File: src/rtl/sprite_compositor.sv
// sprite_compositor: layered sprite/bar/ground pixel compositor with per-frame shadow latch,
// two-stage pixel pipeline, idle blink and per-frame player/obstacle collision flag.
module sprite_compositor #(
  parameter int N_OBJ        = 4,
  parameter int X_W          = 12,
  parameter int Y_W          = 11,
  parameter int OBJ_XW       = 9,
  parameter int X_SCALE      = 10,
  parameter int HALF_W       = 50,
  parameter int HALF_H       = 50,
  parameter int GROUND_Y     = 980,
  parameter int BAR_STEP     = 15,
  parameter int BLINK_FRAMES = 30
) (
  input  logic                    clk,
  input  logic                    rst_n,
  input  logic [1:0]              mode,
  input  logic [N_OBJ*OBJ_XW-1:0] obj_x,
  input  logic [N_OBJ*Y_W-1:0]    obj_y,
  input  logic [OBJ_XW-1:0]       player_x,
  input  logic [Y_W-1:0]          player_y,
  input  logic [X_W-1:0]          sx,
  input  logic [Y_W-1:0]          sy,
  input  logic                    de,
  input  logic                    frame_start,
  input  logic [7:0]              score,
  input  logic [7:0]              best_score,
  output logic                    collision,
  output logic [3:0]              Rout,
  output logic [3:0]              Gout,
  output logic [3:0]              Bout
);
  localparam int BW = (BLINK_FRAMES > 1) ? $clog2(BLINK_FRAMES) : 1;
  typedef enum logic [1:0] {IDLE = 2'd0, PLAY = 2'd1, PAUSE = 2'd2} mode_t;

  // Left edges are kept one bit wider too, so a far-right centre cannot wrap onto the screen.
  function automatic logic [X_W:0] x_lo(input logic [OBJ_XW-1:0] x);
    int c;
    c = int'(x) * X_SCALE;
    return (X_W+1)'(c > HALF_W ? c - HALF_W : 0);
  endfunction
  function automatic logic [X_W:0] x_hi(input logic [OBJ_XW-1:0] x);
    return (X_W+1)'(int'(x) * X_SCALE + HALF_W);
  endfunction
  function automatic logic [Y_W:0] y_lo(input logic [Y_W-1:0] y);
    return (Y_W+1)'(int'(y) > HALF_H ? int'(y) - HALF_H : 0);
  endfunction
  function automatic logic [Y_W:0] y_hi(input logic [Y_W-1:0] y);
    return (Y_W+1)'(int'(y) + HALF_H);
  endfunction

  mode_t          mode_s, m1;
  logic [X_W:0]   o_l [N_OBJ];
  logic [X_W:0]   o_r [N_OBJ];
  logic [Y_W:0]   o_t [N_OBJ];
  logic [Y_W:0]   o_b [N_OBJ];
  logic [X_W:0]   p_l, p_r;
  logic [Y_W:0]   p_t, p_b;
  logic [7:0]     score_s, best_s;
  logic [BW-1:0]  cnt;
  logic           phase, acc;
  logic           p_hit, o_hit, sb_hit, bb_hit, g_hit;
  logic           de1, p1, o1, sb1, bb1, g1;
  logic [11:0]    play_rgb, rgb_n;
  logic [X_W:0]   sxe;
  logic [Y_W:0]   sye;
  logic [15:0]    sx16, sb_end, bb_end;

  always_ff @(posedge clk or negedge rst_n)
    if (!rst_n) begin
      mode_s  <= IDLE;
      score_s <= '0;
      best_s  <= '0;
      p_l <= '0; p_r <= '0; p_t <= '0; p_b <= '0;
      for (int i = 0; i < N_OBJ; i++) begin
        o_l[i] <= '0; o_r[i] <= '0; o_t[i] <= '0; o_b[i] <= '0;
      end
    end else if (frame_start) begin
      mode_s  <= (mode == 2'd3) ? IDLE : mode_t'(mode);
      score_s <= score;
      best_s  <= best_score;
      p_l <= x_lo(player_x); p_r <= x_hi(player_x);
      p_t <= y_lo(player_y); p_b <= y_hi(player_y);
      for (int i = 0; i < N_OBJ; i++) begin
        o_l[i] <= x_lo(obj_x[i*OBJ_XW +: OBJ_XW]);
        o_r[i] <= x_hi(obj_x[i*OBJ_XW +: OBJ_XW]);
        o_t[i] <= y_lo(obj_y[i*Y_W +: Y_W]);
        o_b[i] <= y_hi(obj_y[i*Y_W +: Y_W]);
      end
    end

  always_ff @(posedge clk or negedge rst_n)
    if (!rst_n) begin
      cnt   <= '0;
      phase <= 1'b1;
    end else if (mode_s != IDLE) begin
      cnt   <= '0;
      phase <= 1'b1;
    end else if (frame_start) begin
      cnt   <= (cnt == BW'(BLINK_FRAMES-1)) ? '0 : cnt + 1'b1;
      phase <= (cnt == BW'(BLINK_FRAMES-1)) ? ~phase : phase;
    end

  assign sxe    = {1'b0, sx};
  assign sye    = {1'b0, sy};
  assign sx16   = 16'(sx);
  assign sb_end = 16'd30 + 16'(BAR_STEP) * {8'd0, score_s};
  assign bb_end = 16'd50 + 16'(BAR_STEP) * {8'd0, best_s};
  assign p_hit  = sxe >= p_l && sxe <= p_r && sye >= p_t && sye <= p_b;
  assign sb_hit = sy >= Y_W'(30) && sy <= Y_W'(60) && sx16 >= 16'd30 && sx16 <= sb_end;
  assign bb_hit = sy >= Y_W'(300) && sy <= Y_W'(330) && sx16 >= 16'd50 && sx16 <= bb_end && phase;
  assign g_hit  = sy >= Y_W'(GROUND_Y);

  always_comb begin
    o_hit = 1'b0;
    for (int i = 0; i < N_OBJ; i++)
      o_hit = o_hit | (sxe >= o_l[i] && sxe <= o_r[i] && sye >= o_t[i] && sye <= o_b[i]);
  end

  always_ff @(posedge clk or negedge rst_n)
    if (!rst_n) begin
      {de1, p1, o1, sb1, bb1, g1} <= '0;
      m1 <= IDLE;
    end else begin
      {de1, p1, o1, sb1, bb1, g1} <= {de, p_hit, o_hit, sb_hit, bb_hit, g_hit};
      m1 <= mode_s;
    end

  // A hit landing with frame_start belongs to the frame that is just beginning.
  always_ff @(posedge clk or negedge rst_n)
    if (!rst_n) begin
      acc       <= 1'b0;
      collision <= 1'b0;
    end else begin
      acc       <= (frame_start ? 1'b0 : acc) | (de1 & p1 & o1 & (mode_s == PLAY));
      collision <= frame_start ? acc : collision;
    end

  always_comb begin
    play_rgb = p1 ? 12'h00F : o1 ? 12'hF00 : sb1 ? 12'hFFF : g1 ? 12'h0F0 : 12'h000;
    rgb_n    = !de1         ? 12'h000 :
               m1 == PLAY   ? play_rgb :
               m1 == PAUSE  ? (play_rgb >> 1) & 12'h777 :
               bb1          ? 12'hFFF : 12'h000;
  end

  always_ff @(posedge clk or negedge rst_n)
    if (!rst_n) {Rout, Gout, Bout} <= '0;
    else        {Rout, Gout, Bout} <= rgb_n;
endmodule
File: config.mk
export PLATFORM = sky130hd
export DESIGN_NAME = sprite_compositor
export DESIGN_NICKNAME = d
export VERILOG_FILES = /design/src/rtl/sprite_compositor.sv
export SDC_FILE = /design/constraint.sdc
export NUM_CORES = 1
export LEC_CHECK = 0
export BUFFER_PORTS_ARGS = -buffer_cell sky130_fd_sc_hd__buf_2
export CORE_ASPECT_RATIO = 2
export CORE_UTILIZATION = 30
export DETAILED_ROUTE_END_ITERATION = 10
export GPL_ROUTABILITY_DRIVEN = 0
export PLACE_DENSITY = 0.44
export SYNTH_ARGS = -nofsm -noshare
export SYNTH_HDL_FRONTEND = slang
export SYNTH_SLANG_ARGS = --single-unit
File: constraint.sdc
create_clock -name clk -period 5.3 [get_ports clk]
set_input_delay 1.06 -clock clk [delete_from_list [all_inputs] [get_ports clk]]
set_output_delay 1.06 -clock clk [all_outputs]
set_load 0.01 [all_outputs]
## Word level (Yosys, flattened, before mapping)

Cells that the tools add are included.

| word-level totals | value |
|---|---|
| register bits after elaboration | 296 |
| input port bits | 145 |
| output and inout bits | 13 |
| logic and storage cells | 171 |

| cells by class | value |
|---|---|
| add/sub/neg operators | 23 |
| multiply operators | 7 |
| order comparisons | 39 |
| equality and inequality tests | 5 |
| muxes and demuxes | 26 |
| bitwise logic cells | 8 |
| reductions and logical operators | 26 |

Operator list:

| operator | number |
|---|---|
| > comparator 32 x 7 -> 1 bit, second input constant | 5 |
| two-way mux 12 bit | 12 |
| <= comparator 12 x 13 -> 1 bit | 7 |
| adder 13 x 6 -> 13 bit, second input constant | 5 |
| >= comparator 12 x 13 -> 1 bit | 5 |
| two-way mux 13 bit | 5 |
| subtractor 13 x 6 -> 13 bit, second input constant | 5 |
| adder 11 x 6 -> 12 bit, second input constant | 5 |
| >= comparator 11 x 12 -> 1 bit | 5 |
| <= comparator 11 x 12 -> 1 bit | 5 |
| multiplier 9 x 3 -> 12 bit, second input constant | 5 |
| subtractor 11 x 6 -> 12 bit, second input constant | 5 |
| > comparator 11 x 6 -> 1 bit, second input constant | 5 |
| multiplier 4 x 8 -> 12 bit, first input constant | 2 |
| logical AND 1 bit | 22 |
| two-way mux 5 bit | 3 |
| adder 5 x 12 -> 13 bit, first input constant | 1 |
| adder 6 x 12 -> 13 bit, first input constant | 1 |
| >= comparator 12 x 5 -> 1 bit, second input constant | 1 |
| >= comparator 12 x 6 -> 1 bit, second input constant | 1 |
| >= comparator 11 x 10 -> 1 bit, second input constant | 1 |
| >= comparator 11 x 5 -> 1 bit, second input constant | 1 |
| >= comparator 11 x 9 -> 1 bit, second input constant | 1 |
| <= comparator 11 x 6 -> 1 bit, second input constant | 1 |
| 13 further kinds | 25 |

## Logic depth before layout (Yosys ltp)

Gate-level depths: netlist of run 1.

| logic depth | value |
|---|---|
| word-level depth | 7 |
| depth in mapped cells | 23 |
| mapped depth without buffers | 23 |

## Worst setup path before layout of run 1

OpenSTA, ideal clock, no wires.

| path | value |
|---|---|
| path kind | register to register |
| from | register score_s[0] |
| to | register sb1 |
| setup time | 0.120 ns |
| arrival time | 4.451 ns |
| required time | 5.180 ns |
| slack | 0.729 ns |
| stages on the path, launching flop included | 23 |
| path buffers | 0 |
| clock period less this slack | 4.571 ns |
| cell sequence | dfrtp_1 > inv_1 > ha_1 > xnor2_1 > xnor2_1 > inv_1 > fa_1 > inv_1 > ha_1 > a21o_1 > a21oi_1 > nor2b_1 > o21a_1 > or4_1 > a31o_2 > a21oi_1 > xor2_1 > ha_1 > nand4_1 > nor2_1 > a221oi_1 > o221ai_1 > and3_1 |

| on the way | value |
|---|---|
| cells in the longest elaborated chain, start to end | 4 |

Ends and longest elaborated chain:

| element | line | source |
|---|---|---|
| start: declaration | 59 | `logic [7:0] score_s, best_s;` |
| start signal: assignment | 80 | `score_s <= score;` |
| multiplier 4 x 8 -> 12 bit | 107 | `assign sb_end = 16'd30 + 16'(BAR_STEP) * {8'd0, score_s};` |
| adder 5 x 12 -> 13 bit | 107 |  |
| <= comparator 12 x 13 -> 1 bit | 110 | `assign sb_hit = sy >= Y_W'(30) && sy <= Y_W'(60) && sx16 >= 16'd30 && sx16 <= sb_end;` |
| logical AND 1 bit | 110 |  |
| net sb_hit | 62 | `logic p_hit, o_hit, sb_hit, bb_hit, g_hit;` |
| end signal: assignment | 125 | `{de1, p1, o1, sb1, bb1, g1} <= {de, p_hit, o_hit, sb_hit, bb_hit, g_hit};` |
| end: declaration | 63 | `logic de1, p1, o1, sb1, bb1, g1;` |

The timed path passes the listed nets, and every way through them passes these cells.
A chain may end at the register's enable or synchronous reset.

## Final worst setup path of run 1

| path | value |
|---|---|
| from | register score_s[1] |
| to | register sb1 |

The elaborated chain is that of the path after synthesis.

==> run summary, run 1 <==
The logs give 0 for the count of antenna-violating nets left after detailed routing and 0 for the number of hold buffers added after cts. CTS placed an instance of sky130_fd_sc_hd__clkbuf_16 at the clock tree root. The synthesized netlist net count is 3149, and the detailed-routing iteration count for the pre-antenna-repair pass is 5.

Dividing the detail-routed wire length by the instance count gives 18.7 um. The path depth of the worst reg2reg path was 22; the cell count after synthesis was 2583. The number of enable flip-flop cells after synthesis is 0. The die is 198 um wide. The tools report the synthesized area as 0.0230 mm2. The run finished with clean final reports. The ratio of cells with drive above 1 in the final layout came out at 9.95%. Measured against its own limit, the worst slew margin works out to 18.9%. The number of flip-flops and latches in the synthesized netlist was 280; the worst-case setup slack after placement was 0.314 ns. The worst setup path is captured at a register. The number of max-slew violations in the final report was 0. Leaving out fill and tap cells, the most frequent cell in the layout is sky130_fd_sc_hd__ha_1. The xor-xnor portion of the synthesized cell area came out at 7.62%.

Averaged over all synthesized cells, the footprint is 8.89 um2. The synthesized netlist contains 71 unique library cells. The run gives 158 as the I/O pin total.

Across the routed clock network, the largest skew measured is 0.0130 ns. The insertion delay of the later-clocked pin in the worst-skew pair is 0.60 ns. For the number of hold violations in the final report, the log shows 0.

Detailed routing inserted a total of 18600 vias. The Yosys step of the flow raised 0 warnings. The clock slew at the register clock pins of the worst setup and hold paths was 0.08 ns; the aggregate negative setup slack was 0 ns. The H-tree depth was 1.

Input and output buffers added on the ports amount to 157. Among all flip-flop cells after synthesis, the most frequent one is sky130_fd_sc_hd__dfrtp_1. The area added between synthesis and finish was 13.0%; the overall fraction of global-route tracks in use was 18.3%.

After the first detailed-routing iteration, the DRC count stood at 697. In this run the power density over the cells is 326 mW/mm2. The worst setup path startpoint was score_s[1]. The leakage power is 12.5 nW, and the aggregate routed wire length is 70.1 mm. The overall die height is 393 um. The top cell types in the final layout, fill and taps aside, are sky130_fd_sc_hd__ha_1 (391), sky130_fd_sc_hd__inv_1 (329), sky130_fd_sc_hd__dfrtp_1 (279), sky130_fd_sc_hd__a21oi_1 (168), sky130_fd_sc_hd__nor2_1 (164). The max-cap violation count was 0. TritonCTS built the clock tree. After detailed routing, the number of remaining DRC violations is 0. The via count of the first global-routing pass is 19500. The filler cells instantiated in the layout total 7946. The synthesized netlist devotes 16.6% of its cell area to compound gates.

The floorplan has 143 rows. The initial antenna violation count came out at 7. Counting every sink on the clock net gives 280.

Across the VDD grid, the largest voltage drop is 0.221 mV. The worst hold slack after final layout was 0.417 ns; the starting density of the core was 30.3%. The worst path meets setup with 0.381 ns of slack. After detailed routing, the number of vias per cell comes to 4.95.

In the synthesized netlist the async set-or-reset flop fraction comes to 100%. The HPWL after detailed placement is 54.5 mm. The first global-routing pass estimated 110 mm of wire.

The maximum number of pins on one net before global-route repair was 115. For the core area, the log shows 0.0759 mm2. For the total clock buffers created by CTS, the log shows 30. Setup violations remaining at the end of the flow were counted as 0. The run gives 0.0144 mm2 as the area of combinational cells with multiple inputs. For the pin with the worst max-slew slack, the measured transition is 1.20 ns. The area fraction in and, or, nand and nor cells after synthesis was 13.4%. Setup repair after global routing left no endpoint under its margin. STA puts the critical path data arrival time at 5.40 ns.

For this run the aggregate overflow at the end of global routing stands at 0. The fraction of the cycle the final worst path needs is 92.8%. Path type of the worst min-delay path: input port to async pin. Endpoint of the worst register-to-register path: sb1. The worst setup path is of the register to register kind. The critical path endpoint is sb1.

Summing the areas of all fa, ha and maj instances in the mapped netlist gives 23.9% of the synthesized area. For this run, the top clock speed supported by timing is 0.203 GHz. The fraction of the yosys area taken by sequential cells came out at 30.5%. Main combinational cell family by area after synthesis: adder cells. For the setup slack of the worst register-to-register path, the log shows 0.38 ns.

The sequential cell area came out at 0.00701 mm2. The die covers 0.0777 mm2. For the finished layout, the period the worst path requires is 4.92 ns. Maximum number of buffers from clock root to sink: 3.

The startpoint identified for the worst register-to-register timing path is score_s[1]. In this run the worst path has a maximum fanout of 4. The run gives 3277 as the number of nets in the layout.

The worst setup path is launched from a register. At the worst endpoint, the required time is 5.78 ns. The mux contribution to synthesized area is 1.02%.
[report_power, final]
part	total [mW]	switching (mW)	leakage, nW	internal, mW
registers	2.64	0.151	3.40	2.48
logic	3.61	2.11	8.58	1.51
clock network	2.21	0.966	0.493	1.25
[repair_timing]
item                       CTS  global route
setup endpoints to repair    0             1
gates resized for setup      0             1
setup buffers                0             1
[how the worst min path moves through the flow]
| stage | start | end | cells after the start |
|---|---|---|---|
| final | rst_n | best_s[3] | 1 |
| after global routing | rst_n | best_s[3] | 1 |
| after CTS | rst_n | o_r[35] | 1 |
| after detailed placement | o_l[11] | o_l[11] | 2 |
| after global placement | o_l[10] | o_l[10] | 2 |
| after floorplan | mode_s[0] | m1[0] | 0 |
[synth_stat cells, types with 45 or more instances]
library cell	instances	area, um2
sky130_fd_sc_hd__a21oi_1	169	846
sky130_fd_sc_hd__clkbuf_1	65	244
sky130_fd_sc_hd__dfrtp_1	279	6980
sky130_fd_sc_hd__ha_1	391	4890
sky130_fd_sc_hd__inv_1	329	1230
sky130_fd_sc_hd__nand2_1	158	593
sky130_fd_sc_hd__nand3_1	55	275
sky130_fd_sc_hd__nand4_1	45	282
sky130_fd_sc_hd__nor2_1	164	616
sky130_fd_sc_hd__o21ai_0	162	811
sky130_fd_sc_hd__o22ai_1	88	551
sky130_fd_sc_hd__xnor2_1	104	911
sky130_fd_sc_hd__xor2_1	92	806
[critical path, stage by stage (launching register included)]
cell	delay [ns]
sky130_fd_sc_hd__dfrtp_1	0.38
sky130_fd_sc_hd__inv_1	0.10
sky130_fd_sc_hd__ha_1	0.34
sky130_fd_sc_hd__xnor2_1	0.15
sky130_fd_sc_hd__xnor2_1	0.21
sky130_fd_sc_hd__inv_1	0.08
sky130_fd_sc_hd__fa_1	0.51
sky130_fd_sc_hd__inv_1	0.07
sky130_fd_sc_hd__ha_1	0.30
sky130_fd_sc_hd__a21o_1	0.19
sky130_fd_sc_hd__a21oi_2	0.17
sky130_fd_sc_hd__nor2b_1	0.06
sky130_fd_sc_hd__o21a_1	0.18
sky130_fd_sc_hd__or4_1	0.44
sky130_fd_sc_hd__a31o_2	0.25
sky130_fd_sc_hd__a21oi_1	0.17
sky130_fd_sc_hd__xor2_1	0.19
sky130_fd_sc_hd__ha_1	0.27
sky130_fd_sc_hd__nand4_1	0.09
sky130_fd_sc_hd__nor2_1	0.05
sky130_fd_sc_hd__a221oi_1	0.25
sky130_fd_sc_hd__o221ai_1	0.15
sky130_fd_sc_hd__and3_1	0.20
[state kept, by name, summed over array words and instances, names as in the netlist, 2 cells and up]
signal and cells:
o_b 48, o_l 48, o_r 48, o_t 48, p_b 12, p_l 12, p_r 12, p_t 12
best_s 8, score_s 8, cnt 5, Bout 2, Gout 2, Rout 2, m1 2, mode_s 2
[kinds of logic (layout without fill, tap and decap cells)]
logic type | Yosys count | count (layout)
compound gates | 618 | 618
xor+xnor | 198 | 198
fa+ha+maj | 421 | 421
buf+inv | 417 | 569
flops | 280 | 280
mux | 22 | 22
other cells | 0 | 1
simple gates | 627 | 627
[through the flow]
step,utilization (%),total power [mW],cell area (um2),cells
detailed placement,32.9,6.34,24900,3693
global placement,32.9,6.24,24900,3693
global route,34.2,9.21,25900,3751
finish,34.2,8.46,25900,3751
CTS,34.2,8.62,25900,3749
floorplan,-,5.25,23000,2583
[area by class of cell]
cell class | instances | share of cell area, %
sequential | 280 | 27.0
clock buffer | 49 | 3.60
tap | 1015 | 4.89
multi-input combinational | 1886 | 55.4
timing repair buffer | 183 | 4.05
clock inverter | 7 | 0.265
antenna | 1 | 0.00964
inverter | 330 | 4.77
[layer usage]
metal	vias to the layer above	part of all wire, %	routed length [um]	GRT usage [%]
met2	262	55	38600	36.5
met4	12	2.4	1680	4.86
li1	9262	-	-	-
met5	-	0.12	85	0
met1	8950	39	27600	20.1
met3	97	3.0	2080	1.88
Power figures use the tool's default switching activity.
==> run 2: changes to the inputs <==
--- a/config.mk
+++ b/config.mk
@@ -5,6 +5,7 @@
 export SDC_FILE = /design/constraint.sdc
 export NUM_CORES = 1
 export LEC_CHECK = 0
+export ABC_AREA = 1
 export BUFFER_PORTS_ARGS = -buffer_cell sky130_fd_sc_hd__buf_2
 export CORE_ASPECT_RATIO = 2
 export CORE_UTILIZATION = 30
==> run summary, run 2 <==
The flow ran to the end, and the final reports show no timing, DRC or antenna violations. In the post-synthesis netlist, the biggest area contributors are sky130_fd_sc_hd__dfrtp_1 (28%), sky130_fd_sc_hd__ha_1 (20%), sky130_fd_sc_hd__nand2_1 (12%). The path depth of the worst reg2reg path works out to 23 (+4.5%). The overall fraction of global-route tracks in use is 19.0% (+0.66 points). The total placed instance area was 0.0265 mm2 (+6.2%); the area share of fa/ha/maj cells after synthesis was 22.4% (-1.5 points).

Setup repair after global routing left no endpoint under its margin. The area of the die was 0.0829 mm2 (+6.7%); the worst slew slack as a fraction of its limit was 49.6% (+31 points). For the starting density of the core, the log shows 30.4% (+0.15 points).

The run gives 4011 (+22%) as the number of nets in the layout. The required time reported for the critical path endpoint is 5.83 ns (+0.05 ns). Worst-path maximum fanout: 5 (+1). The run gives 0 (unchanged) as the number of hold violations in the final report. Among cell families on the critical path, the largest total delay comes from adder cells. The synthesized area was 0.0245 mm2 (+6.7%).

For the maximum number of buffers from clock root to sink, the log shows 3 (unchanged). The slew at the pin closest to its max-slew limit came out at 0.756 ns (-0.446 ns). The area fraction of the dominant cell type after synthesis is 28.5% (-1.9 points), and the highest ir drop seen on vdd is 0.197 mV (-11%).

The mux contribution to synthesized area is 0% (-1.0 points). The data arrival time at the worst-slack endpoint came out at 4.75 ns (-0.65 ns). The most common cell after layout, fill and taps aside is sky130_fd_sc_hd__nand2_1. Synthesized netlist net count: 3869 (+23%). The logs give 0.0275 mm2 (+6.0%) for the post-route cell area and 0.237 GHz (+17%) for the fmax. Leakage power: 14.8 nW (+19%). The tools report the count of different cell masters after synthesis as 62 (-13%).

Most frequent cell on the critical path: sky130_fd_sc_hd__inv_1. The insertion delay of the later-clocked pin in the worst-skew pair was 0.61 ns (about the same); the total power was 8.64 mW (+2.1%). The async set-reset flop share out of synthesis is 100% (unchanged), and the number of failing setup endpoints in the final timing report is 0 (unchanged). The residual overflow from global routing came out at 0 (unchanged). The count of input and output buffers was 157 (unchanged); the via density per instance was 4.70 (-5.2%).

The largest area contributor in the netlist was sky130_fd_sc_hd__dfrtp_1. The aggregate routed wire length was 77.1 mm (+10%). The final period demand of the worst path came out at 4.22 ns (-0.700 ns). By area, the combinational part of the netlist is dominated by simple AND/OR/NAND/NOR gates. The logs give 814 (+17%) for the DRC marker count from the first detailed-route iteration and 158 (unchanged) for the I/O pin total.

The combined buffer and inverter count along the critical path was 5 (+2); the initial antenna violation count was 8 (+1). The tools report the sequential cell area as 0.00701 mm2 (unchanged). The number of max-slew violations in the final report was 0 (unchanged); the core area was 0.0806 mm2 (+6.2%). The area of combinational cells with multiple inputs is 0.0151 mm2 (+4.7%), and the fraction of the yosys area taken by sequential cells is 28.6% (-1.9 points). STA classifies the critical path startpoint as a register. The total setup buffers inserted after CTS is 0 (unchanged), and the number of flip-flops and latches in the synthesized netlist is 280 (unchanged). For the count of antenna-violating nets left after detailed routing, the log shows 0 (unchanged). The first-pass GRT wire length was 121 mm (+10%); the aggregate negative setup slack was 0 ns (unchanged). The tools report the total DRC errors in the routed layout as 0 (unchanged). The post-detailed-route wirelength per cell works out to 17.1 um (-8.6%).

The floorplan die width came out at 204 um (+3.3%). Walking the worst path, the cells encountered are inv_1 -> ha_1 -> inv_1 -> fa_1 -> inv_1 -> fa_1 -> inv_1 -> ha_1 -> nand2_1 -> nor3_1 -> a21oi_1 -> nor2_1 -> nor2_1 -> xor2_1 -> ha_1 -> nand2_1 -> inv_1 -> nand3_1 -> nor3_1 -> nor3_1 -> o21ai_0 -> nor2_1 -> a21oi_1. The total number of vias came out at 21200 (+14%). TritonCTS built the clock tree. The path class of the tightest hold or removal check is input port to async pin. The area added between synthesis and finish was 12.3%. The overall die height was 406 um (+3.3%); the total number of cells along the worst setup path was 23 (+4.5%).

The tools report the max-cap violation count as 0 (unchanged). The clock tree root buffer cell was sky130_fd_sc_hd__clkbuf_16. The ratio of cells with drive above 1 in the final layout came out at 7.82% (-2.1 points). The clock slew at the register clock pins of the worst setup and hold paths was 0.07 ns (about the same); the number of hold buffers added after cts was 0 (unchanged). On the critical path, the stage with the largest delay is an instance of sky130_fd_sc_hd__fa_1. Yosys instantiated no cell more often than sky130_fd_sc_hd__nand2_1. The ratio of total power to cell area is 314 mW/mm2 (-3.7%), and the per-instance average area after synthesis is 7.42 um2 (-17%). The number of enable flip-flop cells after synthesis was 0 (unchanged); the detailed placement HPWL was 59.6 mm (+9.4%). The area fraction in compound gates after synthesis came out at 11.7% (-4.9 points).

Xor-xnor portion of the synthesized cell area: 3.81% (-3.8 points). Kind of critical path: register to register. The tools report the via count of the first global-routing pass as 22100 (+13%).

Number of resized instances in the post-cts repair step: 0 (unchanged). The peak per-stage delay on the critical path was 0.51 ns (about the same). Flip-flop cell with the highest count after synthesis: sky130_fd_sc_hd__dfrtp_1. Counting instances in the post-synthesis netlist gives the leading cell types as sky130_fd_sc_hd__nand2_1 (763), sky130_fd_sc_hd__inv_1 (572), sky130_fd_sc_hd__ha_1 (391).

The logs give 1 (unchanged) for the H-tree depth and 3303 (+28%) for the cell count after synthesis. The area fraction in and, or, nand and nor cells after synthesis works out to 23.5% (+10 points). The setup skew after layout was 0.0119 ns (-0.00112 ns); the maximum number of pins on one net before global-route repair was 99 (-14%). The top cell types in the final layout, fill and taps aside, are sky130_fd_sc_hd__nand2_1 (763), sky130_fd_sc_hd__inv_1 (572), sky130_fd_sc_hd__ha_1 (391), sky130_fd_sc_hd__dfrtp_1 (279), sky130_fd_sc_hd__nor2_1 (233).

Total number of clock tree sinks: 280 (unchanged). The count of yosys warnings during synthesis was 0 (unchanged). The worst setup path is captured at a register.

The fraction of the cycle the final worst path needs is 79.6% (-13 points). The site row count is 147 (+2.8%). The total clock buffers created by CTS came out at 31 (+3.3%). The fill cell instance count of the final layout came out at 8829 (+11%). The detailed-routing iteration count for the pre-antenna-repair pass is 5 (unchanged).
[run 2: changes by cell type in the layout (fill, tap and decap cells not counted), sizes merged, moves of 20 or more]
| cell | before | now |
|---|---|---|
| nor2b | 34 | 0 |
| nand3 | 55 | 205 |
| o21ai | 163 | 183 |
| a21o | 39 | 8 |
| xnor2 | 105 | 27 |
| a211oi | 21 | 0 |
| nor2 | 164 | 242 |
| inv | 331 | 578 |
| nand2b | 33 | 0 |
| nand2 | 158 | 777 |
[run 2: path summary, 6_finish.rpt]
| check | from | to | slack (ns) |
|---|---|---|---|
| worst min-delay path | rst_n | o_r[37] | 0.42 |
| worst min register to register | mode_s[1] | m1[1] | 0.42 |
| max in group asynchronous | rst_n | o_r[45] | 3.78 |
| min in group clk | mode_s[1] | m1[1] | 0.42 |
| worst max register to register | best_s[2] | bb1 | 1.08 |
| worst max-delay path | best_s[2] | bb1 | 1.08 |
[run 2: layout make-up]
| class | count | area share, % |
|---|---|---|
| Multi-Input combinational cell | 2385 | 54.7 |
| Clock buffer | 46 | 3.28 |
| Inverter | 580 | 7.93 |
| Timing Repair Buffer | 167 | 3.34 |
| Sequential cell | 280 | 25.5 |
| Clock inverter | 9 | 0.455 |
| Tap cell | 1043 | 4.74 |
| Antenna cell | 4 | 0.0364 |
[run 2: worst register-to-register path, delay by kind of cell, from the launching register on]
kind,cells,cell delay (ns)
fa+ha+maj,5,1.94
simple gates,9,0.98
flops,1,0.40
compound gates,3,0.37
buf+inv,5,0.34
xor+xnor,1,0.14
[run 2: through the flow]
step / worst slack, ns / hold slack [ns] / util, % / instances
final: 1.08 / 0.422 / 34.1 / 4514
after global routing: 0.640 / 0.435 / 34.1 / 4511
after CTS: 1.02 / 0.419 / 34.1 / 4510
after detailed placement: 1.05 / 0.401 / 32.9 / 4455
after global placement: 1.10 / 0.407 / 32.9 / 4455
after floorplan: 1.52 / 0.375 / - / 3303
[run 2: power breakdown]
group	total (mW)	internal (mW)	switching (mW)
registers	2.60	2.45	0.145
logic	3.75	1.42	2.33
clock network	2.30	1.31	0.984
total	8.64	5.19	3.46
[run 2: routing by layer]
layer | vias to the layer above | part of all wire, % | wire length (um) | track usage [%]
met2 | 248 | 56 | 43100 | 38.2
li1 | 11000 | - | - | -
met4 | 12 | 2.8 | 2150 | 5.70
met5 | - | 0.092 | 71 | 0
met3 | 98 | 2.7 | 2070 | 2.07
met1 | 9815 | 39 | 29700 | 20.1
[run 2: cells by family after synthesis]
kind of cell	after synthesis
fa+ha+maj	421
xor+xnor	104
compound gates	506
buf+inv	638
simple gates	1354
flops	280
==> run 3: changes to the inputs <==
--- a/config.mk
+++ b/config.mk
@@ -11,7 +11,7 @@
 export CORE_UTILIZATION = 30
 export DETAILED_ROUTE_END_ITERATION = 10
 export GPL_ROUTABILITY_DRIVEN = 0
-export PLACE_DENSITY = 0.44
+export PLACE_DENSITY = 0.46
 export SYNTH_ARGS = -nofsm -noshare
 export SYNTH_HDL_FRONTEND = slang
 export SYNTH_SLANG_ARGS = --single-unit
==> constraint.sdc (replaced) <==
create_clock -name clk -period 3.6 [get_ports clk]
set_input_delay 0.72 -clock clk [delete_from_list [all_inputs] [get_ports clk]]
set_output_delay 0.72 -clock clk [all_outputs]
set_load 0.01 [all_outputs]
==> run summary, run 3 (synthesis results as in run 2) <==
The final period demand of the worst path was 3.84 ns (-0.379 ns). The library cell used most frequently in the layout, excluding fill and tap cells, is sky130_fd_sc_hd__nand2_1. The run gives 0.0272 mm2 (+2.7%) as the total placed instance area.

In this run the critical register-to-register path is launched from best_s[2]. The tools report the maximum number of pins on one net before global-route repair as 125 (+26%). Setup repair after global routing could not meet its margin everywhere. Post-route cell area: 0.0285 mm2 (+3.8%). Floorplan die width: 204 um (unchanged). The run gives 60.7 mm (+1.7%) as the detailed placement HPWL. The tools report the startpoint class of the critical path as a register. The first-pass GRT wire length came out at 122 mm (+0.30%). The ratio of cells with drive above 1 in the final layout was 11.8% (+4.0 points); the worst hold path cell count was 1. For the DRC marker count from the first detailed-route iteration, the log shows 748 (-8.1%).

The H-tree depth was 1 (unchanged). The count of input and output buffers was 157 (unchanged). The path depth of the worst reg2reg path is 23 (unchanged), and the highest ir drop seen on vdd is 0.287 mV (+45%).

The logs give 0 (unchanged) for the residual overflow from global routing and 158 (unchanged) for the I/O pin total. The via count of the first global-routing pass came out at 22500 (+1.7%). The tools report the overall fraction of global-route tracks in use as 19.0% (-0.032 points).

The logs give 0 (unchanged) for the total DRC errors in the routed layout and 13.7 mW (+59%) for the total power. Leakage power: 15.3 nW (+3.1%). The area of the die is 0.0829 mm2 (unchanged). The most critical setup path has its startpoint at best_s[2].

The slew at the pin closest to its max-slew limit is 0.746 ns (-0.0108 ns). For the total number of clock tree sinks, the log shows 280 (unchanged). The run finished, with violations left. TritonCTS built the clock tree.

Insertion delay of the later-clocked pin in the worst-skew pair: 0.61 ns (about the same). The worst hold slack after final layout is 0.234 ns (-0.188 ns), and the post-detailed-route wirelength per cell is 16.8 um (-1.4%). The worst-path maximum fanout is 4 (-1).

The tools report the final worst-path setup slack as -0.240 ns (-1.32 ns). The number of failing setup endpoints in the final timing report was 2 (+2); the max-cap violation count was 0 (unchanged). Worst slew slack as a fraction of its limit: 50.1% (+0.53 points).

The run gives 4.12 ns (-1.71 ns) as the required time reported for the critical path endpoint. The checks that failed: setup timing. The path type of the worst min-delay path was input port to register. The site row count is 147 (unchanged), and the number of nets in the layout is 4099 (+2.2%). The maximum number of buffers from clock root to sink came out at 3 (unchanged).

The logs give 0 (unchanged) for the count of antenna-violating nets left after detailed routing and 31 (unchanged) for the total clock buffers created by CTS. The detailed-routing iteration count for the pre-antenna-repair pass is 5 (unchanged). The logs give -0.24 ns (-1.32 ns) for the setup slack of the worst register-to-register path and 21600 (+2.0%) for the total number of vias. STA classifies the critical path endpoint as a register.

The fraction of the cycle the final worst path needs works out to 107% (+27 points). The kind of critical path was register to register. Hold path startpoint: de.

Compared with the post-synthesis result, the final layout area differs by 16.5%. The fmax came out at 0.260 GHz (+9.9%). The tools report the initial antenna violation count as 9 (+1). The clock slew at the register clock pins of the worst setup and hold paths is 0.07 ns (about the same), and the overall die height is 406 um (unchanged).

The endpoint identified for the worst register-to-register timing path is bb1. The aggregate routed wire length was 77.5 mm (+0.52%); the via density per instance was 4.70 (about the same). Setup skew after layout: 0.0203 ns (+0.00839 ns). For the number of hold violations in the final report, the log shows 0 (unchanged). The ratio of total power to cell area is 480 mW/mm2 (+53%), and the worst-case setup slack after placement is -0.375 ns (-1.43 ns). The tools report the hold-critical path endpoint as de1. The number of max-slew violations in the final report was 0 (unchanged); the data arrival time at the worst-slack endpoint was 4.36 ns (-0.39 ns). The run gives 30.4% (unchanged) as the starting density of the core. Clock tree root buffer cell: sky130_fd_sc_hd__clkbuf_16. The core area came out at 0.0806 mm2 (unchanged). Leaving out fill and tap cells, the most frequent cells in the layout are sky130_fd_sc_hd__nand2_1 (758), sky130_fd_sc_hd__inv_1 (557), sky130_fd_sc_hd__ha_1 (377), sky130_fd_sc_hd__dfrtp_1 (278), sky130_fd_sc_hd__nor2_1 (230).
## run 3: cell count changes in the layout (fill, tap and decap cells not counted), moves of 4 or more
cell,delta
sky130_fd_sc_hd__clkinvlp_4,+4
sky130_fd_sc_hd__a21oi_1,-4
sky130_fd_sc_hd__o21ai_0,-4
sky130_fd_sc_hd__buf_4,+82
sky130_fd_sc_hd__nand2_1,-5
sky130_fd_sc_hd__nand2_2,+4
sky130_fd_sc_hd__inv_2,+15
sky130_fd_sc_hd__ha_1,-14
sky130_fd_sc_hd__ha_4,+14
sky130_fd_sc_hd__inv_1,-15
sky130_fd_sc_hd__clkbuf_1,-5
## run 3: metal layers
layer | track usage, % | up-vias | share of wire (%)
met2 | 39.7 | 258 | 57
met5 | 0 | - | 0.12
met1 | 19.3 | 10000 | 38
li1 | - | 11200 | -
met3 | 1.74 | 93 | 2.6
met4 | 4.80 | 14 | 2.4
## run 3: how the worst max path moves through the flow
stage	end	cells after the start	slack, ns
after floorplan	bb1	19	-0.04
after global placement	sb1	20	-0.34
after detailed placement	bb1	18	-0.37
after CTS	bb1	18	-0.28
after global routing	bb1	22	-0.44
final	bb1	23	-0.24
## run 3: area by class of cell
cell class              count  area, um2
multi-input cells        2385      15400
inverters                 580       2180
flip-flops and latches    280       7010
fillers                  8699      52000
clock buffers              40        870
repair buffers            255       1630
diodes                      2       5.00
well taps                1043       1310
clock inverters            18        188
## run 3: metrics by stage
step           TNS, ns  utilization, %  cells
2_1_floorplan  -0.0636               -   3303
3_3_place_gp    -0.664            33.7   4528
3_5_place_dp    -0.728            33.7   4528
4_1_cts         -0.434            35.3   4596
5_1_grt         -0.828            35.4   4601
6_report        -0.408            35.4   4603
## run 3: what timing repair did
item,4_1_cts,5_1_grt
pin swaps,26,26
endpoints found under the hold margin,12,0
endpoints found under the setup margin,2,2
buffers inserted,9,5
hold buffers,1,0
resized for setup,34,11
## run 3: power breakdown
group	internal (mW)	total, mW	switching [mW]
Combinational	2.74	6.48	3.74
Clock	1.92	3.41	1.49
Sequential	3.61	3.82	0.214
## run 3: worst max-delay path, stage by stage (launching register included)
cell                       delay, ns
sky130_fd_sc_hd__dfrtp_1        0.41
sky130_fd_sc_hd__inv_2          0.08
sky130_fd_sc_hd__ha_4           0.26
sky130_fd_sc_hd__inv_2          0.03
sky130_fd_sc_hd__fa_1           0.49
sky130_fd_sc_hd__inv_1          0.05
sky130_fd_sc_hd__fa_1           0.52
sky130_fd_sc_hd__inv_2          0.05
sky130_fd_sc_hd__ha_4           0.22
sky130_fd_sc_hd__a21o_1         0.19
sky130_fd_sc_hd__nand2_1        0.06
sky130_fd_sc_hd__o211ai_1       0.12
sky130_fd_sc_hd__nand2_1        0.12
sky130_fd_sc_hd__nand2_1        0.07
sky130_fd_sc_hd__xnor2_1        0.14
sky130_fd_sc_hd__ha_1           0.32
sky130_fd_sc_hd__nand2_2        0.06
sky130_fd_sc_hd__inv_2          0.06
sky130_fd_sc_hd__nand3_2        0.05
sky130_fd_sc_hd__nor3_2         0.15
sky130_fd_sc_hd__nor3_1         0.06
sky130_fd_sc_hd__o21ai_1        0.07
sky130_fd_sc_hd__nor2_1         0.05
sky130_fd_sc_hd__a21oi_1        0.13
